--- config.mk ---
export PLATFORM = sky130hd
export DESIGN_NAME = sort_host_ctrl_flat
export DESIGN_NICKNAME = d
export VERILOG_FILES = /design/src/rtl/sort_pkg.sv /design/src/rtl/sort_host_ctrl_if.sv /design/src/rtl/sort_frame_buf.sv /design/src/rtl/sort_host_ctrl.sv /design/src/flat_wrapper.sv
export SDC_FILE = /design/constraint.sdc
export NUM_CORES = 1
export LEC_CHECK = 0
export CAP_MARGIN = 40
export CORE_AREA = 3 3 185 367
export CTS_CLUSTER_SIZE = 30
export DETAILED_ROUTE_END_ITERATION = 8
export DIE_AREA = 0 0 188 370
export PLACE_DENSITY = 0.48
export SETUP_SLACK_MARGIN = 0.3
export SKIP_CTS_REPAIR_TIMING = 1
export SLEW_MARGIN = 20
export SYNTH_ARGS = -nofsm -noshare
export SYNTH_HDL_FRONTEND = slang
export SYNTH_SLANG_ARGS = --single-unit
export TNS_END_PERCENT = 50
--- constraint.sdc ---
create_clock -name Clk -period 8.16 [get_ports Clk]
set_input_delay 1.632 -clock Clk [delete_from_list [all_inputs] [get_ports Clk]]
set_output_delay 1.632 -clock Clk [all_outputs]
set_load 0.005 [all_outputs]
--- src/rtl/sort_pkg.sv ---
// Shared sizing, one-hot FSM encoding and small helpers for the sorter host controller.
// Pure declarations; no latency or backpressure of its own.
package sort_pkg;

   localparam int N_MAX = 30;
   localparam int DW    = 7;
   localparam int WW    = 5;
   localparam int SCW   = 10;

   typedef enum logic [4:0] {
      LOAD  = 5'b00001,
      START = 5'b00010,
      WAIT  = 5'b00100,
      DRAIN = 5'b01000,
      ACK   = 5'b10000
   } state_t;

   function automatic logic [SCW-1:0] sat_inc(input logic [SCW-1:0] v);
      return (&v) ? v : v + 1'b1;
   endfunction

endpackage

--- src/rtl/sort_host_ctrl_if.sv ---
// Host-side bundle: input element stream, sorted output stream and the sorter handshake.
// master = controller view, slave = datapath/sorter view; flow control is valid/ready on both streams.
interface sort_host_ctrl_if;
   import sort_pkg::*;

   logic                in_valid;
   logic [DW-1:0]       in_data;
   logic                in_last;
   logic                in_ready;

   logic                out_valid;
   logic [DW-1:0]       out_data;
   logic                out_last;
   logic                out_ready;

   logic [WW-1:0]       width;
   logic                Start;
   logic                Ack;
   logic [N_MAX*DW-1:0] Ain;
   logic [N_MAX*DW-1:0] Aout;
   logic                Done;

   modport master (
      input  in_valid, in_data, in_last, out_ready, Aout, Done,
      output in_ready, out_valid, out_data, out_last, width, Start, Ack, Ain
   );

   modport slave (
      output in_valid, in_data, in_last, out_ready, Aout, Done,
      input  in_ready, out_valid, out_data, out_last, width, Start, Ack, Ain
   );

endinterface

--- src/rtl/sort_frame_buf.sv ---
// N x W register array with indexed write, parallel load, indexed read and packed-bus read.
// Writes land on the next edge; both reads are combinational; no backpressure.
module sort_frame_buf
   import sort_pkg::*;
#(
   parameter int N  = N_MAX,
   parameter int W  = DW,
   parameter int IW = WW
) (
   input  logic           Clk,
   input  logic           Reset,
   input  logic           clr,
   input  logic           wr_en,
   input  logic [IW-1:0]  wr_idx,
   input  logic [W-1:0]   wr_dat,
   input  logic           ld_en,
   input  logic [N*W-1:0] ld_dat,
   input  logic [IW-1:0]  rd_idx,
   output logic [W-1:0]   rd_dat,
   output logic [N*W-1:0] bus_dat
);

   logic [W-1:0] mem [N];

   always_ff @(posedge Clk) begin
      if (Reset || clr) begin
         for (int i = 0; i < N; i++) mem[i] <= '0;
      end else if (ld_en) begin
         for (int i = 0; i < N; i++) mem[i] <= ld_dat[i*W +: W];
      end else if (wr_en && (wr_idx < IW'(N))) begin
         mem[wr_idx] <= wr_dat;
      end
   end

   always_comb begin
      bus_dat = '0;
      for (int i = 0; i < N; i++) bus_dat[i*W +: W] = mem[i];
   end

   assign rd_dat = (rd_idx < IW'(N)) ? mem[rd_idx] : '0;

endmodule

--- src/rtl/sort_host_ctrl.sv ---
// Sorter initiator: packs a frame into Ain, pulses Start, waits for Done, streams the sorted result, then acks.
// in_ready only in LOAD; output beats advance on out_valid&out_ready and hold while stalled.
module sort_host_ctrl
   import sort_pkg::*;
(
   input  logic                  Clk,
   input  logic                  Reset,
   sort_host_ctrl_if.master      bus,
   output logic [SCW-1:0]        sort_cycles
);

   state_t              state_q, state_d;
   logic [WW-1:0]       cnt_q;
   logic [WW-1:0]       width_q;
   logic [WW-1:0]       idx_q;
   logic [SCW-1:0]      sort_cycles_q;

   logic                in_acc;
   logic                frame_close;
   logic                out_acc;
   logic                out_end;
   logic                in_clr;
   logic                res_ld;
   logic [DW-1:0]       res_dat;
   logic [DW-1:0]       unused_in_rd;
   logic [N_MAX*DW-1:0] unused_res_bus;

   assign in_acc      = bus.in_valid && (state_q == LOAD);
   // A frame closes on in_last or on the slot that fills the array, whichever comes first.
   assign frame_close = in_acc && (bus.in_last || (cnt_q == WW'(N_MAX - 1)));
   assign out_end     = (idx_q == width_q - 1'b1);
   assign out_acc     = (state_q == DRAIN) && bus.out_ready;
   assign in_clr      = (state_q == ACK) && !bus.Done;
   assign res_ld      = (state_q == WAIT) && bus.Done;

   always_ff @(posedge Clk) begin
      if (Reset) state_q <= LOAD;
      else       state_q <= state_d;
   end

   always_comb begin
      state_d       = state_q;
      bus.in_ready  = 1'b0;
      bus.Start     = 1'b0;
      bus.Ack       = 1'b0;
      bus.out_valid = 1'b0;
      case (state_q)
         LOAD: begin
            bus.in_ready = 1'b1;
            if (frame_close) state_d = START;
         end
         START: begin
            bus.Start = 1'b1;
            state_d   = WAIT;
         end
         WAIT: begin
            if (bus.Done) state_d = DRAIN;
         end
         DRAIN: begin
            bus.out_valid = 1'b1;
            if (bus.out_ready && out_end) state_d = ACK;
         end
         ACK: begin
            bus.Ack = 1'b1;
            if (!bus.Done) state_d = LOAD;
         end
         default: state_d = LOAD;
      endcase
   end

   always_ff @(posedge Clk) begin
      if (Reset) begin
         cnt_q         <= '0;
         width_q       <= '0;
         idx_q         <= '0;
         sort_cycles_q <= '0;
      end else begin
         case (state_q)
            LOAD: begin
               if (in_acc)      cnt_q   <= cnt_q + 1'b1;
               if (frame_close) width_q <= cnt_q + 1'b1;
            end
            START: sort_cycles_q <= '0;
            WAIT: begin
               sort_cycles_q <= sat_inc(sort_cycles_q);
               if (bus.Done) idx_q <= '0;
            end
            DRAIN: begin
               if (out_acc) idx_q <= idx_q + 1'b1;
            end
            ACK: begin
               if (!bus.Done) cnt_q <= '0;
            end
            default: ;
         endcase
      end
   end

   // Cleared on the way back to LOAD so slots beyond the next frame's width read as zero.
   sort_frame_buf #(.N(N_MAX), .W(DW), .IW(WW)) u_in_buf (
      .Clk     (Clk),
      .Reset   (Reset),
      .clr     (in_clr),
      .wr_en   (in_acc),
      .wr_idx  (cnt_q),
      .wr_dat  (bus.in_data),
      .ld_en   (1'b0),
      .ld_dat  ('0),
      .rd_idx  ('0),
      .rd_dat  (unused_in_rd),
      .bus_dat (bus.Ain)
   );

   sort_frame_buf #(.N(N_MAX), .W(DW), .IW(WW)) u_res_buf (
      .Clk     (Clk),
      .Reset   (Reset),
      .clr     (1'b0),
      .wr_en   (1'b0),
      .wr_idx  ('0),
      .wr_dat  ('0),
      .ld_en   (res_ld),
      .ld_dat  (bus.Aout),
      .rd_idx  (idx_q),
      .rd_dat  (res_dat),
      .bus_dat (unused_res_bus)
   );

   assign bus.width    = width_q;
   assign bus.out_data = (state_q == DRAIN) ? res_dat : '0;
   assign bus.out_last = (state_q == DRAIN) && out_end;
   assign sort_cycles  = sort_cycles_q;

endmodule
--- src/flat_wrapper.sv ---
// flat-port wrapper written by rule: the top's interface ports become plain ports
module sort_host_ctrl_flat import sort_pkg::*;
  (Clk, Reset, sort_cycles, bus_in_valid, bus_in_data, bus_in_last, bus_out_ready, bus_Aout, bus_Done, bus_in_ready, bus_out_valid, bus_out_data, bus_out_last, bus_width, bus_Start, bus_Ack, bus_Ain);
  sort_host_ctrl_if bus_i ();
  input  logic Clk;
  input  logic Reset;
  output logic [SCW-1:0] sort_cycles;
  input wire logic [$bits(bus_i.in_valid)-1:0] bus_in_valid;
  input wire logic [$bits(bus_i.in_data)-1:0] bus_in_data;
  input wire logic [$bits(bus_i.in_last)-1:0] bus_in_last;
  input wire logic [$bits(bus_i.out_ready)-1:0] bus_out_ready;
  input wire logic [$bits(bus_i.Aout)-1:0] bus_Aout;
  input wire logic [$bits(bus_i.Done)-1:0] bus_Done;
  output wire logic [$bits(bus_i.in_ready)-1:0] bus_in_ready;
  output wire logic [$bits(bus_i.out_valid)-1:0] bus_out_valid;
  output wire logic [$bits(bus_i.out_data)-1:0] bus_out_data;
  output wire logic [$bits(bus_i.out_last)-1:0] bus_out_last;
  output wire logic [$bits(bus_i.width)-1:0] bus_width;
  output wire logic [$bits(bus_i.Start)-1:0] bus_Start;
  output wire logic [$bits(bus_i.Ack)-1:0] bus_Ack;
  output wire logic [$bits(bus_i.Ain)-1:0] bus_Ain;
  assign bus_i.in_valid = bus_in_valid;
  assign bus_i.in_data = bus_in_data;
  assign bus_i.in_last = bus_in_last;
  assign bus_i.out_ready = bus_out_ready;
  assign bus_i.Aout = bus_Aout;
  assign bus_i.Done = bus_Done;
  assign bus_in_ready = bus_i.in_ready;
  assign bus_out_valid = bus_i.out_valid;
  assign bus_out_data = bus_i.out_data;
  assign bus_out_last = bus_i.out_last;
  assign bus_width = bus_i.width;
  assign bus_Start = bus_i.Start;
  assign bus_Ack = bus_i.Ack;
  assign bus_Ain = bus_i.Ain;
  sort_host_ctrl u_core (.Clk(Clk), .Reset(Reset), .bus(bus_i), .sort_cycles(sort_cycles));
endmodule
==> results.ini <==
[status]
status=finished, final reports clean

[layout]
area_delta_synth_final_pct=35.70
antenna_cells=0
drive_gt1_frac=0.1078
num-nets-final=2035
num-fill-cells=6104

[worst_setup_path]
r2r_setup_slack_ns=5.39
r2r_cells=5
crit_fanout=34
cp_slowest_cell=dfxtp_4
crit_chain=buf_4 -> mux4_2 -> o22ai_1 -> o21ai_0 -> and3_1 -> clkdlybuf4s50_1
crit_required_ns=6.53
cp.arrival_ns=3.63
path_class=reg2out
r2r_end=u_core.u_in_buf.mem[2][4]
r2r-start=u_core.state_q[2]
critPathLaunchType=register
endpoint_kind=primary output
max_stage_delay_ns=0.81

[die]
start_util=0.2990
dieWidth_um=188
die_h_um=370
pin_count=460
rows=132
core-area_sq_um=65240
dieArea_sq_um=69560

[synth]
ys_ff_latch=455
syn-instance-count=1340
yosys-top-cells-area=edfxtp_1, and2_1, mux4_2
yosys.area.top_type=edfxtp_1
syn-num-nets=1570
seq_area_frac_synth=0.6825
synth_top_area_frac=0.6466
synth.most_common_cell=edfxtp_1
synthArstFlopShare=0
avgSynthCellArea_sq_um=14.56
synth_edf_count=420
synthFlopType=edfxtp_1
ys_warn_count=0
ys_top_cells_by_count=edfxtp_1, and2_1, nor2b_1, nor2_1, clkbuf_1
synth_area_sq_um=19510
synth_cell_types=61

[clocking]
clockBufferDepth=3
htree_levels=2
cts_buffers=42
clock_sinks=455
root_buffer=clkbuf_16
clk_latency_ns=0.58
tritoncts=done
clk_pin_slew_worst_paths_ns=0.07

[route]
post_drt_wl_per_cell_um=21.74
drc_errors=0
drtIter0Drc=644
final_antenna_net_count=0
drt-vias-per-instance=4.504
vias=12200
firstDrtPassIters=5
routed_wl_mm=58.87

[global_routing]
antenna_found_initial=4
grt_pass1_wl_mm=86.42
grt_pass1_vias=13040
overflow=0
grt_max_degree=88
grt_usage=0.1665

[worst_hold_path]
whs_path_depth=2
hold_path_class=reg2reg
hold_end=u_core.sort_cycles[6]
min_from=u_core.sort_cycles[6]

[sta]
post-route-period-util=0.6448
setup_viol=0
timing.setup.tns_ns=0
rsz0062_at_grt=false
max_freq_ghz=0.1901
worst-slew-pin-transition_ns=0.7894
relSlewSlack=0.4738
fin_worst_skew_ns=0.03019
maxSlewViolCount=0
finalCriticalPeriod_ns=5.261
hold_viol=0

[pwr]
power.density_nw_per_um2=187.9
peakVddDrop_mv=0.1285
leakage_uw=0.009309
power.total_uw=4974

[place]
numPortBuffers=459
place_congestion=0.7754
hpwl_mm=44.48

[job]
max_cap_viol_count=0

[how the worst max path moves through the flow]
stage,start,to,slack [ns],cells after the start
4_1_cts,register,bus_out_data[1],2.66,6
6_report,register,bus_out_data[1],2.90,6
2_1_floorplan,Reset,u_core.u_res_buf.mem[0][0],0.56,2
5_1_grt,register,bus_out_data[2],2.62,6
3_3_place_gp,Reset,u_core.u_res_buf.mem[11][4],3.16,4
3_5_place_dp,register,bus_out_data[1],3.33,6
[registers in the layout (all words and copies together) (netlist names), named ones only]
register              count
u_core.bus.width          5
u_core.cnt_q              5
u_core.idx_q              5
u_core.sort_cycles       10
u_core.state_q            5
u_core.u_in_buf.mem     210
u_core.u_res_buf.mem    210
[placed cells by master (no fill, tap or decap), drive strengths merged, types with 2 or more instances in the layout]
cell type / instances
a31oi: 3
buf: 37
dfxtp: 35
nand3: 18
nand2b: 4
nor3: 11
nand3b: 5
xor2: 10
o21ai: 37
xnor2: 7
o211ai: 3
nor4b: 2
inv: 12
nor3b: 3
mux2i: 18
a22oi: 3
a21oi: 22
clkinvlp: 4
or3: 6
nand2: 32
nor2b: 84
ha: 7
o21a: 2
and3: 31
nor4: 2
and2: 324
nor2: 69
a211oi: 5
mux4: 49
or3b: 2
clkinv: 13
edfxtp: 420
nand4: 5
bufinv: 2
o22ai: 6
mux2: 11
clkdlybuf4s50: 451
clkbuf: 70
[cell families (layout without fill, tap and decap cells)]
kind of cell             after synthesis  count (layout)  share of synthesized area
XOR/XNOR                              17              17                   0.007633
adder cells (fa/ha/maj)                7               7                   0.004490
multiplexers                          78              78                    0.07255
AND/OR/NAND/NOR                      603             603                     0.1851
AO/OA/AOI/OAI                         88              88                    0.02604
buffers and inverters                 92             589                    0.02168
flip-flops                           455             455                     0.6825
[metrics by stage]
stage                     area, sq um  instances  utilization  worst slack, ns  hold slack [ns]
after floorplan                 19510       1340            -           0.5576           0.5069
after global placement          24870       2598       0.3811            3.157           0.5336
after detailed placement        25000       2610       0.3833            3.328           0.5278
after CTS                       26320       2686       0.4034            2.659           0.5508
after global routing            26470       2708       0.4058            2.621           0.5766
final                           26470       2708       0.4058            2.899           0.5498
[area by class of cell]
type / count / area, sq um / share of cell area
inverter: 11 / 41.29 / 0.001560
clock inverter: 20 / 187.7 / 0.007090
sequential: 455 / 13320 / 0.5032
clock buffer: 56 / 1125 / 0.04249
multi-input combinational: 793 / 5791 / 0.2188
timing repair buffer: 502 / 4917 / 0.1858
tap: 871 / 1090 / 0.04117
[critical path: cells and delay by family (launching register included)]
kind | cells | cell delay [ns]
AOI/OAI and AO/OA | 2 | 0.55
DFF | 1 | 0.81
and+or+nand+nor | 1 | 0.19
muxes | 1 | 0.56
buffers and inverters | 2 | 0.92
[metal layers]
| metal | vias up | global-route usage | part of all wire |
|---|---|---|---|
| met5 | - | 0 | 0.00076 |
| met4 | 8 | 0.03972 | 0.021 |
| met3 | 73 | 0.05274 | 0.089 |
| met2 | 529 | 0.3036 | 0.51 |
| met1 | 5838 | 0.1888 | 0.38 |
| li1 | 5750 | - | - |
[power breakdown]
group	leakage [uW]	switching [uW]	internal, uW	total [uW]
Sequential	0.00456	38.2	2640	2680
Combinational	0.00412	169	212	382
Clock	0.000624	871	1040	1910
Total	0.00931	1080	3900	4970
Power figures use the tool's default switching activity.
